===== config.mk =====
export PLATFORM = sky130hd
export DESIGN_NAME = wb_simple_master
export DESIGN_NICKNAME = d
export VERILOG_FILES = /design/src/rtl/wb_master_pkg.sv /design/src/rtl/wb_master_watchdog.sv /design/src/rtl/wb_simple_master.sv
export SDC_FILE = /design/constraint.sdc
export NUM_CORES = 1
export LEC_CHECK = 0
export BUFFER_PORTS_ARGS = -buffer_cell sky130_fd_sc_hd__buf_2
export CORE_UTILIZATION = 35
export CTS_BUF_LIST = sky130_fd_sc_hd__clkbuf_4
export CTS_CLUSTER_SIZE = 14
export DETAILED_ROUTE_END_ITERATION = 10
export GPL_TIMING_DRIVEN = 0
export PLACE_DENSITY = 0.62
export RECOVER_POWER = 25
export REMOVE_ABC_BUFFERS = 1
export SLEW_MARGIN = 10
export SYNTH_ARGS = -nofsm -noshare
export SYNTH_HDL_FRONTEND = slang
export SYNTH_SLANG_ARGS = --single-unit

===== constraint.sdc =====
create_clock -name p_clk -period 1.7 [get_ports p_clk]
set_clock_uncertainty 0.05 [all_clocks]
set_input_delay 0.17 -clock p_clk [delete_from_list [all_inputs] [get_ports p_clk]]
set_output_delay 0.17 -clock p_clk [all_outputs]
set_load 0.01 [all_outputs]

===== src/rtl/wb_master_pkg.sv =====
// Shared types and bus widths for the Wishbone single-transfer master.
package wb_master_pkg;

  localparam int WB_ADR_W = 32;
  localparam int WB_DAT_W = 32;
  localparam int WB_SEL_W = 4;

  typedef enum logic [1:0] {
    IDLE,
    BUS,
    BACKOFF,
    RSP
  } state_e;

  typedef enum logic [1:0] {
    OK              = 2'b00,
    ERR             = 2'b01,
    RETRY_EXHAUSTED = 2'b10,
    TIMEOUT         = 2'b11
  } status_e;

  typedef struct packed {
    logic                we;
    logic [WB_ADR_W-1:0] adr;
    logic [WB_DAT_W-1:0] dat;
    logic [WB_SEL_W-1:0] sel;
    logic                lock;
  } cmd_t;

endpackage


===== src/rtl/wb_master_watchdog.sv =====
// Per-attempt bus watchdog: counts enabled cycles, flags the last one.
module wb_master_watchdog #(
  parameter int unsigned LIMIT = 16
) (
  input  logic clk,
  input  logic rst_n,
  input  logic clr,
  input  logic en,
  output logic expired
);

  logic [7:0] cnt_q, cnt_d;

  always_comb begin
    cnt_d = cnt_q;
    if (clr) begin
      cnt_d = '0;
    end else if (en) begin
      cnt_d = cnt_q + 8'd1;
    end
  end

  // High during the LIMIT-th enabled cycle, so the edge ending it expires.
  assign expired = en && (cnt_q == 8'(LIMIT - 1));

  always_ff @(posedge clk or negedge rst_n) begin
    if (!rst_n) begin
      cnt_q <= '0;
    end else begin
      cnt_q <= cnt_d;
    end
  end

endmodule


===== src/rtl/wb_simple_master.sv =====
// Single-transfer Wishbone classic initiator with RTY reissue.
// WB_MASTER_TIMEOUT_EN adds the per-attempt bus watchdog.
module wb_simple_master
  import wb_master_pkg::*;
#(
  parameter int unsigned MAX_RETRY      = 3,
  parameter int unsigned TIMEOUT_CYCLES = 16
) (
  input  logic                p_clk,
  input  logic                p_resetn,
  input  logic                cmd_valid,
  output logic                cmd_ready,
  input  logic                cmd_we,
  input  logic [WB_ADR_W-1:0] cmd_adr,
  input  logic [WB_DAT_W-1:0] cmd_dat,
  input  logic [WB_SEL_W-1:0] cmd_sel,
  input  logic                cmd_lock,
  output logic                rsp_valid,
  input  logic                rsp_ready,
  output logic [1:0]          rsp_status,
  output logic [WB_DAT_W-1:0] rsp_dat,
  output logic [WB_ADR_W-1:0] p_wb_ADR_O,
  output logic [WB_DAT_W-1:0] p_wb_DAT_O,
  input  logic [WB_DAT_W-1:0] p_wb_DAT_I,
  output logic [WB_SEL_W-1:0] p_wb_SEL_O,
  output logic                p_wb_WE_O,
  output logic                p_wb_CYC_O,
  output logic                p_wb_STB_O,
  output logic                p_wb_LOCK_O,
  input  logic                p_wb_ACK_I,
  input  logic                p_wb_ERR_I,
  input  logic                p_wb_RTY_I
);

  state_e              state_q, state_d;
  cmd_t                cmd_q, cmd_d;
  status_e             status_q, status_d;
  logic [3:0]          retry_q, retry_d;
  logic [WB_DAT_W-1:0] rdat_q, rdat_d;
  logic                cyc_q, cyc_d;
  logic                lock_q, lock_d;
  logic                rdy_q, rdy_d;
  logic                vld_q, vld_d;
  logic                wd_expired;
  logic                done;
  status_e             done_st;

`ifdef WB_MASTER_TIMEOUT_EN
  wb_master_watchdog #(
    .LIMIT(TIMEOUT_CYCLES)
  ) u_wd (
    .clk    (p_clk),
    .rst_n  (p_resetn),
    .clr    (state_q != BUS),
    .en     (state_q == BUS),
    .expired(wd_expired)
  );
`else
  logic unused_timeout;
  assign unused_timeout = ^8'(TIMEOUT_CYCLES);
  assign wd_expired     = 1'b0;
`endif

  always_comb begin
    state_d  = state_q;
    cmd_d    = cmd_q;
    status_d = status_q;
    retry_d  = retry_q;
    rdat_d   = rdat_q;
    cyc_d    = cyc_q;
    lock_d   = lock_q;
    rdy_d    = rdy_q;
    vld_d    = vld_q;
    done     = 1'b0;
    done_st  = OK;
    unique case (state_q)
      IDLE: begin
        rdy_d = 1'b1;
        if (cmd_valid && rdy_q) begin
          cmd_d = '{we: cmd_we, adr: cmd_adr,
                    dat: cmd_dat, sel: cmd_sel,
                    lock: cmd_lock};
          retry_d = '0;
          rdy_d   = 1'b0;
          cyc_d   = 1'b1;
          lock_d  = cmd_lock;
          state_d = BUS;
        end
      end
      BUS: begin
        if (p_wb_ERR_I) begin
          done    = 1'b1;
          done_st = ERR;
        end else if (p_wb_RTY_I) begin
          if (retry_q < 4'(MAX_RETRY)) begin
            retry_d = retry_q + 4'd1;
            cyc_d   = 1'b0;
            lock_d  = 1'b0;
            state_d = BACKOFF;
          end else begin
            done    = 1'b1;
            done_st = RETRY_EXHAUSTED;
          end
        end else if (p_wb_ACK_I) begin
          done    = 1'b1;
          done_st = OK;
        end else if (wd_expired) begin
          done    = 1'b1;
          done_st = TIMEOUT;
        end
      end
      BACKOFF: begin
        cyc_d   = 1'b1;
        lock_d  = cmd_q.lock;
        state_d = BUS;
      end
      RSP: begin
        if (rsp_ready) begin
          vld_d   = 1'b0;
          rdy_d   = 1'b1;
          state_d = IDLE;
        end
      end
      default: state_d = IDLE;
    endcase
    if (done) begin
      cyc_d    = 1'b0;
      lock_d   = 1'b0;
      vld_d    = 1'b1;
      status_d = done_st;
      rdat_d   = (done_st == OK && !cmd_q.we) ?
                 p_wb_DAT_I : '0;
      state_d  = RSP;
    end
  end

  always_ff @(posedge p_clk or negedge p_resetn) begin
    if (!p_resetn) begin
      state_q  <= IDLE;
      cmd_q    <= '0;
      status_q <= OK;
      retry_q  <= '0;
      rdat_q   <= '0;
      cyc_q    <= 1'b0;
      lock_q   <= 1'b0;
      rdy_q    <= 1'b0;
      vld_q    <= 1'b0;
    end else begin
      state_q  <= state_d;
      cmd_q    <= cmd_d;
      status_q <= status_d;
      retry_q  <= retry_d;
      rdat_q   <= rdat_d;
      cyc_q    <= cyc_d;
      lock_q   <= lock_d;
      rdy_q    <= rdy_d;
      vld_q    <= vld_d;
    end
  end

  assign cmd_ready   = rdy_q;
  assign rsp_valid   = vld_q;
  assign rsp_status  = status_q;
  assign rsp_dat     = rdat_q;
  assign p_wb_ADR_O  = cmd_q.adr;
  assign p_wb_DAT_O  = cmd_q.dat;
  assign p_wb_SEL_O  = cmd_q.sel;
  assign p_wb_WE_O   = cmd_q.we;
  assign p_wb_CYC_O  = cyc_q;
  assign p_wb_STB_O  = cyc_q;
  assign p_wb_LOCK_O = lock_q;

endmodule

-- Word-level counts from Yosys, hierarchy flattened
Cells that the tools add are included.
W data, S select, Z words.
- add/subtract/negate cells: 1
- magnitude comparators: 1
- equality and inequality tests: 13
- muxes and demuxes: 37
- reduce and logical (&&, ||, !) cells: 16
- operators with widths (kind ; count):
    $mux W32 ; 1
    $mux W2 ; 10
    $mux W1 ; 17
    $mux W4 ; 4
    $ne A3 B3 Y1 const B ; 5
    $reduce_and A5 Y1 ; 3
    $ne A2 B2 Y1 const B ; 5
    $pmux W2 S4 ; 1
    $pmux W4 S2 ; 1
    $reduce_bool A2 Y1 ; 4
    $pmux W1 S3 ; 2
    $reduce_and A2 Y1 ; 3
    $add A4 B1 Y4 const B ; 1
    $eq A2 B2 Y1 const B ; 2
    $logic_not A2 Y1 ; 2
    $lt A4 B2 Y1 const B ; 1
    $reduce_bool A4 Y1 ; 1
    $eq A2 B1 Y1 const B ; 1
    $logic_and A1 B1 Y1 ; 2
    $pmux W1 S2 ; 1
    $logic_not A1 Y1 ; 1
- register bits: 114
- bits of input ports: 109
- output and inout bits: 108
- logic and storage cells: 81

-- Depth between registers and ports, before layout
- word-level depth: 8
- gate-level depth with buffers: 7
- gate-level depth less buffers: 6

-- Worst setup path after synthesis
Ideal clock, no wire load.
- kind: register to register
- from: register retry_q[0]
- to: register cyc_q (netlist: p_wb_CYC_O)
- setup time: 0.079 ns
- data arrival time: 1.502 ns
- required time: 1.571 ns
- setup slack: 0.069 ns
- stages on the path, launching flop included: 7
- buffers on the path: 1
- clock period less this slack: 1.631 ns
- cells stage by stage: dfrtp_1 > ha_1 > nor4b_4 > o21a_1 > buf_6 > a21o_1 > mux2i_1
- cells in the longest elaborated chain, start to end: 7
- elaborated cells on any way between the ends: 12
- classes of those cells: 1 x order compare; 4 x eq/ne; 5 x mux; 2 x reduce/logical
- ends and longest elaborated chain (item ; line ; text):
    start: declaration ; wb_simple_master.sv:38 ; logic [3:0] retry_q, retry_d;
    start signal: assignment ; wb_simple_master.sv:152 ; retry_q <= retry_d;
    $lt A4 B2 Y1 (*) ; wb_simple_master.sv:95 ; if (retry_q < 4'(MAX_RETRY)) begin
    $mux W1 ; wb_simple_master.sv:95 ;
    $mux W1 ; wb_simple_master.sv:94 ; end else if (p_wb_RTY_I) begin
    $mux W1 ; wb_simple_master.sv:91 ; if (p_wb_ERR_I) begin
    $mux W1 ; wb_simple_master.sv:76 ; unique case (state_q)
    $ne A3 B3 Y1 (no line) or $reduce_bool A4 Y1 (tied branches) ; n/a ;
    $reduce_and A5 Y1 (no line) ; n/a ;
    end signal: assignment ; wb_simple_master.sv:154 ; cyc_q <= cyc_d;
    end: declaration ; wb_simple_master.sv:40 ; logic cyc_q, cyc_d;
Mark *: on every way between the ends. The rest lies on a longest branch, timed or not.
A chain may end at the register's enable or synchronous reset.

-- Worst setup path in the final report
- from: register state_q[0]
- to: register state_q[1]
- cells in the longest elaborated chain, start to end: 4
- elaborated cells on any way between the ends: 13
- classes of those cells: 8 x eq/ne; 3 x mux; 2 x reduce/logical
- ends and longest elaborated chain (item ; line ; text):
    start: declaration ; wb_simple_master.sv:35 ; state_e state_q, state_d;
    start signal: assignment ; wb_simple_master.sv:149 ; state_q <= state_d;
    $eq A2 B1 Y1 ; wb_simple_master.sv:76 ;
    $mux W1 ; wb_simple_master.sv:76 ;
    $ne A3 B3 Y1 (no line) ; n/a ;
    $reduce_and A5 Y1 (no line) ; n/a ;
Parallel ways exist; a longest one is shown, timed or not.

==> qor.yml <==
sta:
  maxSlewViolCount: 0
  holdWs_ps: 151
  worstMarginPinSlew_ps: 1230
  fmax_mhz: 586
  period_needed_ps: 1710
  grt_setup_unrepaired: "yes"
  maxSlewHeadroom_pct: 18.0
  hold_viol_final: 0
  finalCritPeriodShare_pct: 100
  fin_ws_ps: -7.49
  fin_setup_tns_ps: -7.49
  setup_viol: 1
logic_synthesis:
  synth_top_area_share_pct: 57.6
  ys_types: 33
  avgSynthCellArea_sq_um: 13.8
  netlist.top_cell.by_area: "dfrtp_1"
  ys_warn_count: 0
  synth-seq-cells: 114
  ys_seq_area_share_pct: 57.6
  synth_cells: 360
  synth_area_leaders: "dfrtp_1, mux2_2, buf_4"
  synth_area_sq_um: 4950
cells_and_area:
  area_delta_synth_final_pct: 46.9
  drive_gt1_share_pct: 51.5
  finalInstanceArea_sq_um: 7270
  nFillCells: 1188
  final_util_pct: 52.6
  diodes: 0
  finalNetCount: 751
min_path:
  hp-class: "input pin to register"
  worstHoldStart: "cmd_valid"
run:
  maxCapViolCount: 0
place:
  io_buffers: 216
  post_dp_cell_area_sq_um: 5690
  gp_congestion: 0.714
  dpl.hpwl_mm: 7.44
worst_setup_path:
  start_kind: "register"
  end_kind: "register"
  crit_required_ps: 2050
  critPathArrivalTime_ps: 2060
  crit_start: "state_q[0]"
  path_max_fanout: 5
  reg2reg_from: "state_q[0]"
  path_class: "register to register"
detailed_routing:
  via_per_inst: 4.66
  first_iter_violations: 201
  wirelength_mm: 13.0
  wire_per_inst_microns: 15.7
  vias: 3863
  drc: 0
  drt_pass1_iterations: 4
  drtAntennaViolNets: 0
pwr:
  irDropWorstVdd_v: 0.000684
  power.total_uw: 10900
  leakagePower_uw: 0.00368
  power_density_nw_per_um2: 1500
clocking:
  cts_sinks: 114
  numCtsBuffers: 17
  htree_levels: 4
  path_clk_slew_ps: 110
  clk_latency_ps: 510
  cts_tree: "done"
  cts-root-buf: "clkbuf_4"
  clockBufferDepth: 2
floorplan:
  start_util_pct: 35.8
  dieArea_sq_um: 14600
  ios: 217
  die_x_microns: 121
  die_h_microns: 121
  rows: 43
  coreArea_sq_um: 13800
run_status:
  status: "complete, but fails checks"
  violations: "negative setup slack"
global_routing:
  antenna_found_initial: 0
  grt_max_degree: 63
  track_usage_pct: 18.2
  overflow: 0
  grt_first_pass_wirelength_mm: 19.9
  grt_pass1_vias: 4064
==> repair_timing <==
action	4_1_cts	5_1_grt
gates resized for setup	19	4
hold endpoints to repair	221	0
setup buffers	8	6
gates cloned	3	0
pin swaps	5	2
hold buffers	107	0
setup endpoints to repair	113	93
==> path summary, 6_finish.rpt <==
check	endpoint	slack [ps]	cells past startpoint
setup / recovery	state_q[1]	-7	6
hold / removal	state_q[0]	150	3
setup reg to reg	state_q[1]	-7	6
hold reg to reg	p_wb_ADR_O[30]	440	1
max in group asynchronous	p_wb_ADR_O[1]	220	3
min in group asynchronous	rsp_dat[5]	460	2
==> flip-flops by register name, indices dropped and copies added, names as in the netlist, 2 cells and up <==
signal and count:
state_q 2, p_wb_SEL_O 4, rsp_dat 32, p_wb_ADR_O 32, p_wb_DAT_O 32, rsp_status 2, retry_q 4
==> stage by stage <==
stage / setup slack (ps) / instances
final: -7.49 / 829
after floorplan: -816 / 275
after detailed placement: -933 / 673
after global placement: -1490 / 671
after global routing: -43.9 / 829
after CTS: 2.93 / 823
==> placed cells by master, fill, tap and decap left out, drive strengths merged <==
cell / instances
a211o: 1
a21boi: 1
a21o: 2
a221o: 1
a22o: 33
a2bb2oi: 1
a31oi: 1
and3: 2
buf: 232
bufinv: 2
clkbuf: 17
clkinv: 10
clkinvlp: 3
dfrtp: 114
dlygate4sd3: 107
ha: 6
inv: 6
mux2: 70
mux2i: 1
nand2: 10
nand2b: 2
nand3: 3
nand3b: 2
nor2: 2
nor2b: 2
nor3: 2
nor4b: 1
o21a: 4
o21ai: 6
o221ai: 2
o22ai: 1
o311ai: 1
or2: 1
==> area by class of cell <==
type | instances | area (sq um) | area share [%]
Clock buffer | 17 | 128 | 1.75
Clock inverter | 15 | 124 | 1.70
Inverter | 6 | 22.5 | 0.310
Multi-Input combinational cell | 158 | 1570 | 21.6
Sequential cell | 114 | 2850 | 39.2
Tap cell | 180 | 225 | 3.10
Timing Repair Buffer | 339 | 2350 | 32.3
==> routing by layer <==
metal  GRT usage, %  vias up  wire length [microns]
met1           20.6     1919                   5230
met2           30.2      153                   6600
met5              0        -                      0
li1               -     1763                      -
met3           5.73       28                    817
met4           10.3        0                    345
==> cell usage after synthesis <==
library cell,number
ha_1,6
nor4b_4,1
mux2_1,12
nand3_2,1
nand2_1,10
a221o_1,1
nand3b_1,2
o21ai_1,1
and3_1,1
o22ai_1,1
mux2i_1,1
a211o_1,1
a22o_1,33
o221ai_1,2
nand2b_1,2
or2_1,1
nor2b_1,2
nand3_1,1
a31oi_1,1
buf_4,70
nor3_1,2
buf_2,11
a21boi_1,1
nor2_1,2
buf_6,4
a21o_1,2
o311ai_1,1
a2bb2oi_1,1
mux2_2,58
o21a_1,3
dfrtp_1,114
o21ai_0,5
inv_1,6
==> worst max-delay path, stage by stage (launching register included) <==
cell and delay, ps:
dfrtp_2 470, inv_2 100, ha_4 190, a21boi_4 240, a211o_1 180, nand2b_1 70, a221o_1 290
==> cell families (layout without fill, tap and decap cells) <==
group	count (synthesis)	count (layout)	synth area share (%)
adder cells (fa/ha/maj)	6	6	1.52
buffers and inverters	91	377	13.1
AO/OA/AOI/OAI	53	54	8.69
AND/OR/NAND/NOR	25	27	2.96
multiplexers	71	71	16.1
flip-flops	114	114	57.6
==> report_power, final <==
part | switching, uW | internal [uW]
clock network | 990 | 827
logic | 2190 | 2430
registers | 626 | 3820
(Power assumes the default switching activity.)
